===== src/rtl/btn_pkg.sv =====
// Shared definitions for the push-button conditioning blocks: debounce FSM
// state encoding and default timing constants for a 12 MHz clock.
package btn_pkg;

    typedef enum logic [1:0] {
        ST_RELEASED  = 2'd0,
        ST_ARMING    = 2'd1,
        ST_PRESSED   = 2'd2,
        ST_DISARMING = 2'd3
    } btn_state_t;

    localparam int DEFAULT_SYNC_STAGES     = 2;
    localparam int DEFAULT_DEBOUNCE_CYCLES = 120000;    // 10 ms at 12 MHz
    localparam int DEFAULT_CNT_W           = 17;
    localparam int DEFAULT_HOLD_CYCLES     = 12000000;  // 1 s at 12 MHz

    // The debounced level is asserted in both "pressed-side" states.
    function automatic logic is_pressed_side(input btn_state_t st);
        return (st == ST_PRESSED) || (st == ST_DISARMING);
    endfunction

endpackage


===== src/rtl/btn_sync.sv =====
// Metastability synchronizer for one asynchronous button pin; every stage
// resets to 1 so a released (active-low) button is assumed out of reset.
module btn_sync #(
    parameter int SYNC_STAGES = 2
) (
    input  logic clk,
    input  logic rst,
    input  logic din,
    output logic dout
);

    logic [SYNC_STAGES-1:0] sync_q;

    always_ff @(posedge clk) begin
        if (rst) begin
            sync_q <= '1;
        end else begin
            sync_q <= {sync_q[SYNC_STAGES-2:0], din};
        end
    end

    assign dout = sync_q[SYNC_STAGES-1];

endmodule


===== src/rtl/btn_debounce.sv =====
// Debouncer for one active-low push-button: synchronizer, 4-state stability
// FSM, registered level/press/release outputs. Define BTN_DEBOUNCE_LONGPRESS_EN
// to build the long-press (btn_hold) detector; otherwise btn_hold is tied low.
module btn_debounce
    import btn_pkg::*;
#(
    parameter int SYNC_STAGES     = DEFAULT_SYNC_STAGES,
    parameter int DEBOUNCE_CYCLES = DEFAULT_DEBOUNCE_CYCLES,
    parameter int CNT_W           = DEFAULT_CNT_W,
    parameter int HOLD_CYCLES     = DEFAULT_HOLD_CYCLES
) (
    input  logic clk,
    input  logic rst,
    input  logic btn_n,
    output logic btn_level,
    output logic btn_press,
    output logic btn_release,
    output logic btn_hold
);

    if ((SYNC_STAGES < 2) || (SYNC_STAGES > 4) || (DEBOUNCE_CYCLES < 2) ||
        (HOLD_CYCLES < 1) || ((longint'(DEBOUNCE_CYCLES) >> CNT_W) != 0)) begin : g_param_check
        $error("btn_debounce: illegal parameter combination");
    end

    localparam logic [CNT_W-1:0] CNT_LAST = CNT_W'(DEBOUNCE_CYCLES - 1);

    logic       sync_out;
    logic       s;
    btn_state_t state;
    logic [CNT_W-1:0] cnt;
    logic       accept_press;
    logic       accept_release;

    btn_sync #(
        .SYNC_STAGES(SYNC_STAGES)
    ) u_sync (
        .clk (clk),
        .rst (rst),
        .din (btn_n),
        .dout(sync_out)
    );

    assign s = ~sync_out;

    // A change is accepted once the new level has survived the whole window.
    assign accept_press   = (state == ST_ARMING)    &&  s && (cnt == CNT_LAST);
    assign accept_release = (state == ST_DISARMING) && !s && (cnt == CNT_LAST);

    always_ff @(posedge clk) begin
        if (rst) begin
            state       <= ST_RELEASED;
            cnt         <= '0;
            btn_level   <= 1'b0;
            btn_press   <= 1'b0;
            btn_release <= 1'b0;
        end else begin
            btn_press   <= 1'b0;
            btn_release <= 1'b0;
            case (state)
                ST_RELEASED: begin
                    if (s) begin
                        state <= ST_ARMING;
                        cnt   <= '0;
                    end
                end
                ST_ARMING: begin
                    if (!s) begin
                        state <= ST_RELEASED;
                    end else if (accept_press) begin
                        state     <= ST_PRESSED;
                        btn_level <= 1'b1;
                        btn_press <= 1'b1;
                    end else begin
                        cnt <= cnt + 1'b1;
                    end
                end
                ST_PRESSED: begin
                    if (!s) begin
                        state <= ST_DISARMING;
                        cnt   <= '0;
                    end
                end
                ST_DISARMING: begin
                    if (s) begin
                        state <= ST_PRESSED;
                    end else if (accept_release) begin
                        state       <= ST_RELEASED;
                        btn_level   <= 1'b0;
                        btn_release <= 1'b1;
                    end else begin
                        cnt <= cnt + 1'b1;
                    end
                end
                default: begin
                    state <= ST_RELEASED;
                    cnt   <= '0;
                end
            endcase
        end
    end

`ifdef BTN_DEBOUNCE_LONGPRESS_EN
    localparam int HCNT_W = $clog2(HOLD_CYCLES + 1);
    localparam logic [HCNT_W-1:0] HOLD_LAST = HCNT_W'(HOLD_CYCLES - 1);

    logic [HCNT_W-1:0] hcnt;
    logic              hold_done;

    // hcnt saturates at HOLD_LAST; hold_done limits btn_hold to one pulse per press.
    always_ff @(posedge clk) begin
        if (rst) begin
            hcnt      <= '0;
            hold_done <= 1'b0;
            btn_hold  <= 1'b0;
        end else begin
            btn_hold <= 1'b0;
            if (accept_press || accept_release) begin
                hcnt      <= '0;
                hold_done <= 1'b0;
            end else if (is_pressed_side(state)) begin
                if (hcnt == HOLD_LAST) begin
                    if (!hold_done) begin
                        btn_hold  <= 1'b1;
                        hold_done <= 1'b1;
                    end
                end else begin
                    hcnt <= hcnt + 1'b1;
                end
            end
        end
    end
`else
    assign btn_hold = 1'b0;
`endif

endmodule


===== config.mk =====
export PLATFORM = sky130hd
export DESIGN_NAME = btn_debounce
export DESIGN_NICKNAME = d
export VERILOG_FILES = /design/src/rtl/btn_pkg.sv /design/src/rtl/btn_sync.sv /design/src/rtl/btn_debounce.sv
export SDC_FILE = /design/constraint.sdc
export NUM_CORES = 1
export LEC_CHECK = 0
export BUFFER_PORTS_ARGS = -buffer_cell sky130_fd_sc_hd__buf_4
export CAP_MARGIN = 20
export CORE_MARGIN = 2
export CORE_UTILIZATION = 40
export CTS_BUF_LIST = sky130_fd_sc_hd__clkbuf_16
export DETAILED_ROUTE_END_ITERATION = 8
export GPL_TIMING_DRIVEN = 0
export MAX_ROUTING_LAYER = met4
export PLACE_DENSITY = 0.56
export SYNTH_ARGS = -nofsm -noshare
export SYNTH_HDL_FRONTEND = slang
export SYNTH_SLANG_ARGS = --single-unit

===== constraint.sdc =====
create_clock -name clk -period 5.7 [get_ports clk]
set_input_delay 1.14 -clock clk [delete_from_list [all_inputs] [get_ports clk]]
set_output_delay 1.14 -clock clk [all_outputs]
set_load 0.05 [all_outputs]

==> summary.txt <==
Placement
  – Input/output buffers: 5
  – Post-DP Area: 1280 µm²
  – Post-Place Setup Slack: 3490 ps
  – GPL Wtd Cong: approximately 0.77
  – Hpwl dp: 1760 µm

Routing
  – DRT Pass-1 Iters: 4
  – Via count: 1061
  – Routed WL: between 2000 and 2500 µm
  – Drt wl/cell: 14.0 µm
  – Drt drc: 0
  – DR vias/cell: roughly 6.0
  – DR iter-0 viols: 37
  – Routed Antenna Nets: 0

STA
  – Max transition margin: 0.454
  – Fin crit period: 2070 ps
  – Max Fclk: 484 MHz
  – Layout Skew: 1.92 ps
  – RSZ-0062 raised after global routing: false
  – Worst Slack Setup Final: 3630 ps
  – Setup Viol. Count Final: 0
  – Least-Margin Pin Slew: 813 ps
  – Final period util: 0.363
  – Final Hold Vio Count: 0
  – Setup_tns: 0 ps
  – Slew Viols, Final: 0

Yosys
  – Count of different cell masters after synthesis: 37
  – Synth cell count leaders: 24 x dfxtp_1, 16 x a21oi_1, 12 x nand2_1
  – Cells after Synth: 138
  – Simple-gate share of the synthesized area: 0.267
  – Adder-Cell Fraction of Synth Area: 0.0104
  – Number of flops mapped to enable cells by yosys: 0
  – Post-synth top area share: 0.398
  – Largest area contributor in the netlist: dfxtp_1
  – Top_reg_cell synth: dfxtp_1
  – Synth Net Count: 142
  – Proportion of synthesized area in mux cells: 0
  – Ranking of synthesized cells by area: dfxtp_1 40%, a21oi_1 6.6%, o21ai_0 4.1%, nand3_1 3.7%, a2111o_1 3.7%
  – Largest family of logic cells by synthesized area: simple AND/OR/NAND/NOR gates
  – Syn avg cell area: 8.76 µm²
  – XOR/XNOR Fraction of Synth Area: 0.0600
  – Synth warn: 0
  – Sequential element share of the synthesized area: 0.398
  – Yosys reg bits: 24
  – Most frequent cell after synthesis: dfxtp_1
  – Synth async-reset ratio: 0
  – Compound-Gate Fraction of Synth Area: 0.214
  – Netlist Area Pre-Place: 1210 µm²

Global routing
  – Vias in the first global route: 989
  – Initial antenna violation count: 0
  – Largest net degree at the start of global routing: 13
  – Total GRT Usage: 0.177
  – First-pass GRT wire length: 4560 µm
  – Gr ovfl total: 0

Die
  – Row cnt: 19
  – Initial Util: 0.431
  – Die Wd: 59.0 µm
  – I/O Pins: 7
  – DIE AREA: around 3500 µm²
  – Chip height: 59.0 µm
  – Core area: approximately 2800 µm²

Clock network
  – Clock Sinks: 24
  – Clock H-tree levels: 1
  – CTS Hold Buffers Added: 0
  – Resized cells post-CTS: 0
  – TritonCTS Buffers: 3
  – Clock Latency Late Sink: 250 ps
  – # Post-CTS Setup Buffers: 0
  – CTS tree: yes
  – Clk buf depth: 2
  – CTS root buf: clkbuf_16
  – Clock transition at path regs: approximately 60 ps

Worst setup path
  – Reg2reg setup slack: 3630 ps
  – Worst-path maximum fanout: 7
  – Critical R2R Launch: cnt[1]$_SDFFE_PP0P_
  – Crit path DAT: about 2300 ps
  – CP Capture Type: flop
  – Kind of critical path: reg2reg
  – Cells along the critical path: ha_1, nand2_1, or4_1, buf_2, or4_1, nand2_1
  – WP buf/inv: 1
  – Critical Path Max Stage Delay: 480 ps
  – CP Data Required Time: 5900 ps
  – Startpoint Class: flop
  – Largest delay share family, worst path: simple AND/OR/NAND/NOR gates
  – Slowest stage cell, crit path: or4_1
  – Worst Setup SP: cnt[1]$_SDFFE_PP0P_

Worst hold path
  – Worst hold start: u_sync.sync_q[0]$_SDFF_PP1_
  – Hold WC Path Type: reg2reg

Finish
  – Share of layout cells above drive strength 1: 0.123
  – Multi-input logic area: around 670 µm²
  – Syn-to-layout area delta: 12.5%
  – Number of fill cells in the layout: around 280
  – Sequential Area: 480 µm²
  – Final instance area: 1360 µm²
  – NumNets Final: roughly 150
  – Diode count: 0

Run
  – Max Cap Viol: 0

Pwr
  – VDD IR max: roughly 99 µV
  – Leakage power: between 0.4 and 0.5 nW
  – Power per standard cell area: around 250 nW/µm²

Run status
  – Status: completed
state kept, by name, summed over array words and instances (netlist names), named ones only:
name and flops:
btn_release 1, state 1, cnt 17, u_sync.sync_q 2, btn_press 1, btn_level 1
final timing paths:
check                           endpoint  cells past startpoint
min          u_sync.sync_q[1]$_SDFF_PP1_                      1
max reg2reg         cnt[16]$_SDFFE_PP0P_                      6
min reg2reg  u_sync.sync_q[1]$_SDFF_PP1_                      1
max                 cnt[16]$_SDFFE_PP0P_                      6
routing by layer:
metal / global-route usage / part of all wire / up-vias
met4: 0.0877 / 0.015 / 0
met2: 0.241 / 0.40 / 23
li1: - / - / 544
met3: 0.0197 / 0.036 / 4
met1: 0.259 / 0.54 / 490
met5: - / 0 / -
final cells by class:
| cell class | count | area share |
|---|---|---|
| multi-input cells | 104 | 0.493 |
| flip-flops and latches | 24 | 0.353 |
| clock buffers | 3 | 0.0552 |
| plain buffers | 7 | 0.0340 |
| well taps | 31 | 0.0285 |
| repair buffers | 5 | 0.0276 |
| inverters | 3 | 0.00828 |
power by group:
group / switching, mW / internal [mW]
registers: 0.00113 / 0.170
clock network: 0.0556 / 0.0927
logic: 0.0119 / 0.00640
cell usage in the layout (no fill, tap or decap), drive strengths merged, types with 2 or more instances in the layout:
cell type	count
inv	3
and4	2
o21ai	10
o31ai	3
a31oi	2
nand2	12
nand4	6
or2	2
and3	2
a21oi	16
nand3	9
dfxtp	24
buf	10
a211oi	2
nor4	2
nor3	4
a2111o	4
or3	5
nor2	4
clkbuf	5
xnor2	3
or4	6
cells by family after synthesis:
| family | count (synthesis) |
|---|---|
| buffers and inverters | 10 |
| AO/OA/AOI/OAI | 41 |
| AND/OR/NAND/NOR | 57 |
| XOR/XNOR | 4 |
| other | 1 |
| flip-flops | 24 |
| adder cells (fa/ha/maj) | 1 |
through the flow:
| step | hold slack [ps] | instances | util | total power, mW |
|---|---|---|---|---|
| 2_1_floorplan | 389 | 138 | - | 0.188 |
| 3_3_place_gp | 391 | 174 | 0.458 | 0.193 |
| 3_5_place_dp | 396 | 174 | 0.458 | 0.193 |
| 4_1_cts | 410 | 177 | 0.485 | 0.342 |
| 5_1_grt | 429 | 177 | 0.485 | 0.352 |
| 6_report | 408 | 177 | 0.485 | 0.337 |
No activity file was read; power rests on OpenSTA's default activity.
